**src/rtl/emif_dfh_csr.sv**
```systemverilog
// EMIF device-feature-header CSR block: DFH, calibration status, capability and scratch over AXI4-Lite.
// Optional 64-bit scratch register at 0x18 is built only when EMIF_CSR_SCRATCH_EN is defined.
module emif_dfh_csr #(
    parameter int                NUM_CH     = 4,
    parameter logic [63:0]       DFH_VAL    = 64'h3_00000_00B000_1009,
    parameter logic [NUM_CH-1:0] CH_PRESENT = {NUM_CH{1'b1}}
) (
    input  logic              clk,
    input  logic              rst_n,
    input  logic              awvalid,
    output logic              awready,
    input  logic [11:0]       awaddr,
    input  logic              wvalid,
    output logic              wready,
    input  logic [63:0]       wdata,
    input  logic [7:0]        wstrb,
    output logic              bvalid,
    input  logic              bready,
    output logic [1:0]        bresp,
    input  logic              arvalid,
    output logic              arready,
    input  logic [11:0]       araddr,
    output logic              rvalid,
    input  logic              rready,
    output logic [63:0]       rdata,
    output logic [1:0]        rresp,
    input  logic [NUM_CH-1:0] cal_success,
    input  logic [NUM_CH-1:0] cal_fail
);

    typedef enum logic {RD_IDLE, RD_RESP} rd_state_t;
    typedef enum logic [1:0] {WR_IDLE, WR_WAIT_W, WR_WAIT_AW, WR_RESP} wr_state_t;

    localparam logic [8:0] ADDR_DFH     = 9'h000;
    localparam logic [8:0] ADDR_STATUS  = 9'h001;
    localparam logic [8:0] ADDR_CAP     = 9'h002;
    localparam logic [8:0] ADDR_SCRATCH = 9'h003;

    rd_state_t         rd_state, rd_next;
    wr_state_t         wr_state, wr_next;
    logic              ready_en;
    logic [NUM_CH-1:0] succ_s1, succ_s2, fail_s1, fail_s2;
    logic [63:0]       status_word, cap_word, rd_mux, scratch_q;
    logic [8:0]        aw_lat, eff_addr;
    logic [63:0]       w_lat, eff_data;
    logic [7:0]        strb_lat, eff_strb;
    logic              do_write;

    assign rresp = 2'b00;
    assign bresp = 2'b00;

    // NOTE: readies come from a registered enable so they stay low throughout reset
    // and rise exactly one cycle after rst_n is released.
    always_ff @(posedge clk) begin
        if (!rst_n) ready_en <= 1'b0;
        else        ready_en <= 1'b1;
    end

    always_ff @(posedge clk) begin
        if (!rst_n) begin
            succ_s1 <= '0;
            succ_s2 <= '0;
            fail_s1 <= '0;
            fail_s2 <= '0;
        end else begin
            succ_s1 <= cal_success;
            succ_s2 <= succ_s1;
            fail_s1 <= cal_fail;
            fail_s2 <= fail_s1;
        end
    end

    // NOTE: every output of a combinational block gets a default first, so no path infers a latch.
    always_comb begin
        status_word              = '0;
        status_word[NUM_CH-1:0]  = succ_s2;
        status_word[8 +: NUM_CH] = fail_s2;
        cap_word                 = '0;
        cap_word[NUM_CH-1:0]     = CH_PRESENT;
        cap_word[19:16]          = 4'(NUM_CH);
    end

    always_comb begin
        case (araddr[11:3])
            ADDR_DFH:     rd_mux = DFH_VAL;
            ADDR_STATUS:  rd_mux = status_word;
            ADDR_CAP:     rd_mux = cap_word;
            ADDR_SCRATCH: rd_mux = scratch_q;
            default:      rd_mux = '0;
        endcase
    end

    always_ff @(posedge clk) begin
        if (!rst_n) rd_state <= RD_IDLE;
        else        rd_state <= rd_next;
    end

    always_comb begin
        rd_next = rd_state;
        arready = 1'b0;
        rvalid  = 1'b0;
        case (rd_state)
            RD_IDLE: begin
                arready = ready_en;
                if (arvalid && ready_en) rd_next = RD_RESP;
            end
            RD_RESP: begin
                rvalid = 1'b1;
                if (rready) rd_next = RD_IDLE;
            end
            default: rd_next = RD_IDLE;
        endcase
    end

    always_ff @(posedge clk) begin
        if (!rst_n)                    rdata <= '0;
        else if (arvalid && arready)   rdata <= rd_mux;
    end

    always_ff @(posedge clk) begin
        if (!rst_n) wr_state <= WR_IDLE;
        else        wr_state <= wr_next;
    end

    always_comb begin
        wr_next = wr_state;
        awready = 1'b0;
        wready  = 1'b0;
        bvalid  = 1'b0;
        case (wr_state)
            WR_IDLE: begin
                awready = ready_en;
                wready  = ready_en;
                if (ready_en) begin
                    if (awvalid && wvalid) wr_next = WR_RESP;
                    else if (awvalid)      wr_next = WR_WAIT_W;
                    else if (wvalid)       wr_next = WR_WAIT_AW;
                end
            end
            WR_WAIT_W: begin
                wready = ready_en;
                if (wvalid && ready_en) wr_next = WR_RESP;
            end
            WR_WAIT_AW: begin
                awready = ready_en;
                if (awvalid && ready_en) wr_next = WR_RESP;
            end
            WR_RESP: begin
                bvalid = 1'b1;
                if (bready) wr_next = WR_IDLE;
            end
            default: wr_next = WR_IDLE;
        endcase
    end

    // NOTE: holding registers carry no reset; they are only consumed after a handshake fills them.
    always_ff @(posedge clk) begin
        if (awvalid && awready) aw_lat <= awaddr[11:3];
        if (wvalid && wready) begin
            w_lat    <= wdata;
            strb_lat <= wstrb;
        end
    end

    // Whichever half arrived earlier comes from its holding register, the other from the bus.
    assign eff_addr = (wr_state == WR_WAIT_W)  ? aw_lat   : awaddr[11:3];
    assign eff_data = (wr_state == WR_WAIT_AW) ? w_lat    : wdata;
    assign eff_strb = (wr_state == WR_WAIT_AW) ? strb_lat : wstrb;
    assign do_write = (wr_state != WR_RESP) && (wr_next == WR_RESP);

`ifdef EMIF_CSR_SCRATCH_EN
    always_ff @(posedge clk) begin
        if (!rst_n) begin
            scratch_q <= '0;
        end else if (do_write && eff_addr == ADDR_SCRATCH) begin
            for (int b = 0; b < 8; b++) begin
                if (eff_strb[b]) scratch_q[8*b +: 8] <= eff_data[8*b +: 8];
            end
        end
    end

    logic unused_bits;
    assign unused_bits = ^{araddr[2:0], awaddr[2:0]};
`else
    assign scratch_q = '0;

    logic unused_bits;
    assign unused_bits = ^{araddr[2:0], awaddr[2:0], eff_addr, eff_data, eff_strb, do_write};
`endif

endmodule
```
**config.mk**
```make
export PLATFORM = sky130hd
export DESIGN_NAME = emif_dfh_csr
export DESIGN_NICKNAME = d
export VERILOG_FILES = /design/src/rtl/emif_dfh_csr.sv
export SDC_FILE = /design/constraint.sdc
export NUM_CORES = 1
export LEC_CHECK = 0
export BUFFER_PORTS_ARGS = -buffer_cell sky130_fd_sc_hd__buf_4
export CORE_AREA = 2 2 72 74
export CTS_CLUSTER_SIZE = 28
export DETAILED_ROUTE_END_ITERATION = 10
export DIE_AREA = 0 0 74 76
export GPL_TIMING_DRIVEN = 0
export PLACE_DENSITY = 0.82
export SKIP_LAST_GASP = 1
export SYNTH_ARGS = -nofsm -noshare
export SYNTH_HDL_FRONTEND = slang
export SYNTH_SLANG_ARGS = --single-unit
export TNS_END_PERCENT = 30
```
**constraint.sdc**
```tcl
create_clock -name clk -period 3.8 [get_ports clk]
set_input_delay 0.38 -clock clk [delete_from_list [all_inputs] [get_ports clk]]
set_output_delay 0.38 -clock clk [all_outputs]
set_load 0.05 [all_outputs]
```
==> results of run 1 <==
-- power by group --
group | internal (mW) | switching [mW] | total, mW
Sequential | 0.333 | 0.0132 | 0.347
Clock | 0.122 | 0.110 | 0.232
Combinational | 0.130 | 0.234 | 0.364
Total | 0.586 | 0.357 | 0.942
-- kinds of logic after synthesis --
kind of cell             after synthesis  synth area share (%)
other                                  1                 0.238
flip-flops                            30                  38.1
multiplexers                           3                  1.99
AND/OR/NAND/NOR                       48                  17.5
AO/OA/AOI/OAI                         20                  8.58
buffers and inverters                 66                  29.6
adder cells (fa/ha/maj)                5                  3.97
-- worst max-delay path by stage --
stage                             startpoint                endpoint  slack (ns)
finish              wr_state[0]$_SDFFE_PN0P_                  wready        2.05
global route        wr_state[0]$_SDFFE_PN0P_                  wready        1.97
CTS                 wr_state[0]$_SDFFE_PN0P_                  wready        2.04
detailed placement                 araddr[8]  rdata[60]$_SDFFE_PN0P_        1.94
global placement                   araddr[8]  rdata[60]$_SDFFE_PN0P_        1.96
floorplan                          araddr[8]  rdata[60]$_SDFFE_PN0P_        2.11
-- worst max-delay path, cell delays in order (launching register included) --
cell and delay [ns]:
dfxtp_1 0.38, inv_1 0.10, ha_1 0.23, o21a_1 0.19, buf_4 0.19
-- cell type report --
class	instances	area (µm²)
fill	492	2650
multi-input combinational	129	703
sequential	30	601
buffer	63	455
timing repair buffer	43	323
tap	70	87.6
clock buffer	5	68.8
inverter	3	11.3
clock inverter	2	10.0
-- Yosys cell counts --
cell type,number
buf_4,58
or3_1,1
nor2b_1,4
buf_2,1
inv_2,1
conb_1,1
and2_1,16
nand2b_1,4
o21a_1,2
o21ai_1,7
clkbuf_1,4
mux2_2,1
nand3_1,8
dfxtp_1,30
nand3b_1,3
or4_4,1
mux2i_1,2
inv_1,2
a221oi_1,1
ha_1,5
o31ai_2,1
a2111o_1,2
or4_1,1
a21oi_1,5
a2bb2oi_1,1
o211ai_1,1
nand2_1,10
-- through the flow --
step	instance area [µm²]	setup slack [ns]	hold WS [ns]	cells	utilization [%]
finish	2260	2.05	0.227	345	46.0
global route	2260	1.97	0.215	345	46.0
CTS	2260	2.04	0.217	345	46.0
detailed placement	2180	1.94	0.420	338	44.4
global placement	2180	1.96	0.415	338	44.4
floorplan	1770	2.11	0.408	225	-
-- sequential cells by signal, indices dropped and copies added (netlist names) --
signal and count:
rdata 10, fail_s1 4, fail_s2 4, succ_s1 4, succ_s2 4, wr_state 2, rd_state 1, ready_en 1
-- metal layers --
metal / share of wire [%] / vias up / GRT usage [%]
met5: 0 / - / 0
met4: 1.9 / 0 / 5.45
met3: 10 / 6 / 3.31
met2: 50 / 64 / 17.0
met1: 38 / 513 / 10.0
li1: - / 655 / -
==> metrics.txt, run 1 <==
Mapped Cells 173; Critical Path End Type output port; Yosys top cell by area dfxtp_1; Area Growth Syn to Fin 43.4%; Pwr Density 417 nW/µm²; pin count of the biggest net entering global routing 11; clk_lat worst skew 0.28 ns; WHS Path Cells 1; gr ovfl total 0; commonest non-fill, non-tap cell in the layout buf_4; post-CTS sizing 0; yosys warns 0; number of buffers added on ports 43; CTS Hold Bufs 0; Num CTS Buffers 5; Post-CTS Setup Bufs 0; H-tree Lvls 2; diodes inserted 0; share of layout cells above drive strength 1 41.1%; Post-DRT Antenna Nets 0; terminus of the critical flop-to-flop path wr_state[1]$_SDFFE_PN0P_; via count 1238; initial core utilization 32.1%; worst hold start rst_n; max cap viols 0; first-pass GRT wire length 4.20 mm; Worst Path Arrival 1.37 ns; die footprint 5620 µm²; setup_tns 0 ns; worst endpoint required time 3.42 ns; core area 4910 µm²; vias in the first global route 961; RSZ-0062 raised after global routing false; Worst VDD drop 0.238 mV; sequential area share after synthesis 38.1%; Final Hold Fails 0; area fraction of the dominant cell type after synthesis 38.1%; status complete, no violations; die width 74 µm; Die H 76 µm; Yosys reg bits 30; fin crit period 1.75 ns; clk sinks 30; worst hold endpoint ready_en$_DFF_P_; Max Clock Freq 571 MHz; Max Transition Viols Final 0; worst-case clock buffer depth 2; I/O pin cnt 184; Reg2Reg Depth 5; WL/cell 8.42 µm; clk slew on worst S/H paths 0.06 ns; Lkg Pwr 1.18 nW; drc violations 0; Routed WL 2.91 mm; clk_skew 0.00296 ns; final setup violating endpoints 0; RePlAce Congestion 0.692; fin nets 391; r2r setup slk 2.17 ns; drt first pass iters 4; worst hold path type input port to flip-flop; Post-Synthesis Cell Area 1580 µm²; critical path class flip-flop to output port; standard-cell rows 26; antenna violations before repair 0; Iteration-0 DRC Markers 19; Crit Path Max Fanout 4; top cells by area, synth dfxtp_1, buf_4, and2_1; commonest non-fill, non-tap cells in the layout buf_4, conb_1, dfxtp_1; vias per inst 3.59; Tot Pwr 942 µW; post-synth cell types 27; clk root buf clkbuf_8; Mapped Avg Cell Area 9.11 µm²; GRT Util Overall 9.81%; Final period util 46.1%; CP Launch Type flip-flop; detailed placement HPWL 2.42 mm; CTS tree built; r2r startpoint wr_state[0]$_SDFFE_PN0P_
(Power assumes the default switching activity.)
==> run 2: changes to the inputs <==
--- a/config.mk
+++ b/config.mk
@@ -5,13 +5,14 @@
 export SDC_FILE = /design/constraint.sdc
 export NUM_CORES = 1
 export LEC_CHECK = 0
+export ABC_AREA = 1
 export BUFFER_PORTS_ARGS = -buffer_cell sky130_fd_sc_hd__buf_4
-export CORE_AREA = 2 2 72 74
+export CORE_AREA = 2 2 73 75
 export CTS_CLUSTER_SIZE = 28
 export DETAILED_ROUTE_END_ITERATION = 10
-export DIE_AREA = 0 0 74 76
+export DIE_AREA = 0 0 75 77
 export GPL_TIMING_DRIVEN = 0
-export PLACE_DENSITY = 0.82
+export PLACE_DENSITY = 0.83
 export SKIP_LAST_GASP = 1
 export SYNTH_ARGS = -nofsm -noshare
 export SYNTH_HDL_FRONTEND = slang
==> constraint.sdc (replaced) <==
create_clock -name clk -period 1.8 [get_ports clk]
set_input_delay 0.18 -clock clk [delete_from_list [all_inputs] [get_ports clk]]
set_output_delay 0.18 -clock clk [all_outputs]
set_load 0.05 [all_outputs]
==> run 2 against run 1 <==
Global-route usage increased by 0.92 points. Synthesized cell count increased by 27%. Worst hold slack got worse by 0.19 ns. Sequential power increased by 110%. Critical path depth increased by 1. Area after synthesis increased by 8.2%. Sequential share of layout area decreased by 1.4 points. Die area increased by 2.7%. First-iteration DRC count increased by 84%. Clock skew increased by 0.0012 ns. Combinational power increased to 2.5 times the previous value. Register-to-register slack got worse by 1.7 ns. Largest cell class unchanged.
==> metrics.txt, run 2 <==
drc violations 0; Setup WS post-layout 0.288 ns; fin crit period 1.51 ns; CTS Hold Bufs 0; setup_tns 0 ns; clk root buf clkbuf_8; Yosys top cell by area dfxtp_1; gr ovfl total 0; critical path class flip-flop to output port; Critical Path End Type output port; yosys warns 0; clk sinks 30; Yosys reg bits 30; Lkg Pwr 1.42 nW; worst hold start rst_n; fin util 48.0%; clk_lat worst skew 0.28 ns; Crit Path Max Fanout 4; Mapped Cells 219; Num CTS Buffers 5; H-tree Lvls 2; initial core utilization 34.2%; crit-path cells inv_1, ha_1, nor2_1, nor2_1, buf_4; fin nets 437; first-pass GRT wire length 4.79 mm; Reg2Reg Depth 8; WHS Path Cells 1; CTS tree built; CP Launch Type flip-flop; area fraction of the dominant cell type after synthesis 35.2%; core area 4980 µm²; fill cell count 502; EDFF count, synth 0; worst hold path type input port to flip-flop; share of layout cells above drive strength 1 38.0%; vias per inst 3.50; WL/cell 7.73 µm; post-synth cell types 25; r2r startpoint wr_state[0]$_SDFFE_PN0P_; Max Transition Viols Final 0; number of buffers added on ports 43; Hold Slack 0.0413 ns; standard-cell rows 26; most common cell in the netlist buf_4; Post-CTS Setup Bufs 0; sequential area share after synthesis 35.2%; delay-heaviest family, CP flip-flops; Worst Setup SP wr_state[0]$_SDFFE_PN0P_; worst-case clock buffer depth 2; max cap viols 0; Non-Filler Instances 391; Die H 77 µm; top cells by area, synth dfxtp_1, buf_4, nand2_1; Post-synth ARST share 0%; RSZ-0062 raised after global routing false; Routed WL 3.02 mm; GRT Util Overall 10.7%; terminus of the critical flop-to-flop path wr_state[0]$_SDFFE_PN0P_; status complete, no violations; Final Hold Fails 0; Iteration-0 DRC Markers 35; Max Clock Freq 661 MHz; vias in the first global route 1178; multi-input logic area 696 µm²; Worst path most repeated cell nor2_1; die footprint 5780 µm²; Area Growth Syn to Fin 40.2%; Pwr Density 898 nW/µm²; Worst VDD drop 0.452 mV; CP peak stage delay 0.36 ns; I/O pin cnt 184; crit path buf inv count 2; pin count of the biggest net entering global routing 11; CP max-delay cell dfxtp_1; Post-synth top cells buf_4, nand2_1, dfxtp_1; main flop type after synthesis dfxtp_1; r2r setup slk 0.48 ns; register area 601 µm²; pre-CTS WS 0.488 ns; die width 75 µm; final setup violating endpoints 0; Placed Instances 384; commonest non-fill, non-tap cells in the layout buf_4, conb_1, nand2_1; worst hold endpoint ready_en$_DFF_P_; Worst Path Arrival 1.33 ns; worst endpoint required time 1.62 ns; diodes inserted 0; post-CTS sizing 0; RePlAce Congestion 0.768; Final period util 84.0%; Biggest register rdata; via count 1369; clk slew on worst S/H paths 0.06 ns; antenna violations before repair 0; clk_skew 0.00415 ns; detailed placement HPWL 2.55 mm; commonest non-fill, non-tap cell in the layout buf_4; Post-Synthesis Cell Area 1700 µm²; max reg flops 10; Post-DRT Antenna Nets 0; Mapped Avg Cell Area 7.78 µm²; drt first pass iters 4
==> run 2: worst max path at each step <==
stage               slack, ns                  endpoint  cells after the start
floorplan                0.32                   awready                      4
global placement         0.54  wr_state[0]$_SDFFE_PN0P_                      5
detailed placement       0.49  wr_state[0]$_SDFFE_PN0P_                      8
CTS                      0.28                   awready                      5
global route             0.21                   awready                      5
finish                   0.29                   awready                      5
==> run 2: per-stage QoR <==
| stage | cell area (µm²) | power, mW |
|---|---|---|
| floorplan | 1900 | 1.51 |
| global placement | 2310 | 1.65 |
| detailed placement | 2310 | 1.66 |
| CTS | 2390 | 2.16 |
| global route | 2390 | 2.27 |
| finish | 2390 | 2.14 |
==> run 2: final cells by class <==
cell class	instances	area share [%]
buffer	62	20.5
multi-input combinational	150	29.1
inverter	29	4.77
clock inverter	2	0.419
clock buffer	5	2.88
sequential	30	25.1
timing repair buffer	43	13.5
tap	70	3.67
==> run 2: kinds of logic (layout without fill, tap and decap cells) <==
logic type,after synthesis,after routing,synth area share (%)
compound gates,20,20,7.20
fa+ha+maj,5,5,3.67
buf+inv,91,141,35.4
flops,30,30,35.2
mux,1,1,0.661
other cells,1,53,0.220
simple gates,71,71,17.6
==> run 2: power breakdown <==
part	switching (mW)	leakage, nW	internal [mW]
Sequential	0.0286	0.248	0.715
Combinational	0.612	1.13	0.298
Clock	0.232	0.0438	0.258
==> run 2: per-layer routing <==
| layer | GRT usage, % | vias up | wire [µm] |
|---|---|---|---|
| li1 | - | 753 | - |
| met1 | 10.7 | 546 | 1140 |
| met2 | 18.4 | 67 | 1480 |
| met3 | 5.91 | 3 | 376 |
| met4 | 3.57 | 0 | 24 |
| met5 | 0 | - | 0 |
==> run 3: changes to the inputs <==
==> constraint.sdc (replaced) <==
create_clock -name clk -period 1.43 [get_ports clk]
set_input_delay 0.143 -clock clk [delete_from_list [all_inputs] [get_ports clk]]
set_output_delay 0.143 -clock clk [all_outputs]
set_load 0.05 [all_outputs]
==> run 3 against run 2 <==
Setup slack got worse by 0.22 ns. Worst hold slack got worse by 0.028 ns. Clock power grew 38%. Highest routed layer unchanged. Largest cell class unchanged. Non-clock buffer count is 3 higher. Die area stayed put. Power increased by 37%. Sequential power grew 29%. Count of clock-buffer cells in the layout up 1.
==> metrics.txt, run 3 (synthesized netlist as in run 2, its figures left out) <==
Iteration-0 DRC Markers 37; Critical Path End Type output port; Final period util 95.1%; RePlAce Congestion 0.760; Crit path depth 5; clk root buf clkbuf_8; max cap viols 0; initial core utilization 34.2%; WHS Path Cells 1; fin util 49.8%; Pwr Density 1180 nW/µm²; drt first pass iters 4; worst hold path type input port to flip-flop; GRT Util Overall 10.6%; Post-DRT Antenna Nets 0; WL/cell 7.63 µm; H-tree Lvls 2; detailed placement HPWL 2.49 mm; Num CTS Buffers 5; r2r startpoint wr_state[0]$_SDFFE_PN0P_; antenna violations before repair 0; fill cell count 482; terminus of the critical flop-to-flop path wr_state[0]$_SDFFE_PN0P_; clk_skew 0.00158 ns; fin crit period 1.36 ns; Final Hold Fails 0; Worst Path Arrival 1.22 ns; worst endpoint required time 1.29 ns; vias in the first global route 1131; RSZ-0062 raised after global routing true; Die H 77 µm; clk slew on worst S/H paths 0.06 ns; Max Transition Viols Final 0; core area 4980 µm²; delay-heaviest family, CP flip-flops; gr ovfl total 0; commonest non-fill, non-tap cell in the layout buf_4; Final Cell Area 2480 µm²; worst hold endpoint ready_en$_DFF_P_; Tot Pwr 2.94 mW; first-pass GRT wire length 4.71 mm; Hold Slack 0.0131 ns; drc violations 0; CP Launch Type flip-flop; die width 75 µm; diodes inserted 0; Worst VDD drop 0.600 mV; CTS tree built; vias per inst 3.45; fin nets 440; Lkg Pwr 1.45 nW; I/O pin cnt 184; share of layout cells above drive strength 1 41.8%; Routed WL 3.01 mm; clk sinks 30; status complete, no violations; clk_lat worst skew 0.27 ns; crit-path cells inv_4, ha_1, nor2_2, nor2_2, buf_6; Worst path most repeated cell nor2_2; via count 1364; worst-case clock buffer depth 2; Crit Path Max Fanout 4; post-place instance area 2310 µm²; CTS Hold Bufs 0; Biggest register rdata; die footprint 5780 µm²; CP max-delay cell dfxtp_4; r2r setup slk 0.12 ns; Area Growth Syn to Fin 45.5%; max reg flops 10; Reg2Reg Depth 6; CP peak stage delay 0.38 ns; crit path buf inv count 2; Max Clock Freq 735 MHz; worst hold start rst_n; standard-cell rows 26; final setup violating endpoints 0; critical path class flip-flop to output port; pin count of the biggest net entering global routing 11; commonest non-fill, non-tap cells in the layout buf_4, conb_1, nand2_1; number of buffers added on ports 43
==> run 3: worst max path at each step <==
stage | startpoint | end | slack (ns)
detailed placement | wr_state[0]$_SDFFE_PN0P_ | wr_state[0]$_SDFFE_PN0P_ | 0.11
floorplan | wr_state[0]$_SDFFE_PN0P_ | wready | -0.02
global route | wr_state[0]$_SDFFE_PN0P_ | awready | -0.009
CTS | wr_state[1]$_SDFFE_PN0P_ | wready | -0.01
global placement | wr_state[0]$_SDFFE_PN0P_ | wr_state[0]$_SDFFE_PN0P_ | 0.17
finish | wr_state[0]$_SDFFE_PN0P_ | awready | 0.07
==> run 3: where the power goes <==
group	switching, mW	internal, mW
clock network	0.295	0.385
logic	0.823	0.474
registers	0.0527	0.909
total	1.17	1.77
==> run 3: cell type report <==
type                       instances  area (µm²)  share of cell area [%]
tap                               70        87.6                    3.53
buffer                            62         489                    19.7
multi-input combinational        150         731                    29.5
sequential                        30         606                    24.4
clock inverter                     2        12.5                   0.505
clock buffer                       6        82.6                    3.33
inverter                          29         119                    4.79
timing repair buffer              46         353                    14.2
==> run 3: worst reg2reg max path, stage by stage, from the launching register on <==
cell	delay, ns
dfxtp_4	0.36
inv_4	0.08
buf_4	0.10
ha_1	0.18
mux2_2	0.34
nor2_1	0.10
nor2_1	0.05
==> run 3: timing repair <==
item                       CTS  global route
gates resized for setup      5            11
setup endpoints to repair    2             2
buffers inserted             0             3
pin swaps                    0             2
==> run 3: metrics by stage <==
stage / worst slack [ns] / TNS, ns / cells
2_1_floorplan: -0.0164 / -0.0164 / 271
3_3_place_gp: 0.173 / 0 / 384
3_5_place_dp: 0.105 / 0 / 384
4_1_cts: -0.0125 / -0.0125 / 392
5_1_grt: -0.00894 / -0.00894 / 395
6_report: 0.0703 / 0 / 395
==> run 3: routing by layer <==
metal / GRT usage [%] / vias to the layer above / share of wire, %
met5: 0 / - / 0
met4: 4.82 / 0 / 1.7
met3: 5.26 / 5 / 11
met2: 17.6 / 53 / 48
met1: 11.0 / 548 / 39
li1: - / 758 / -
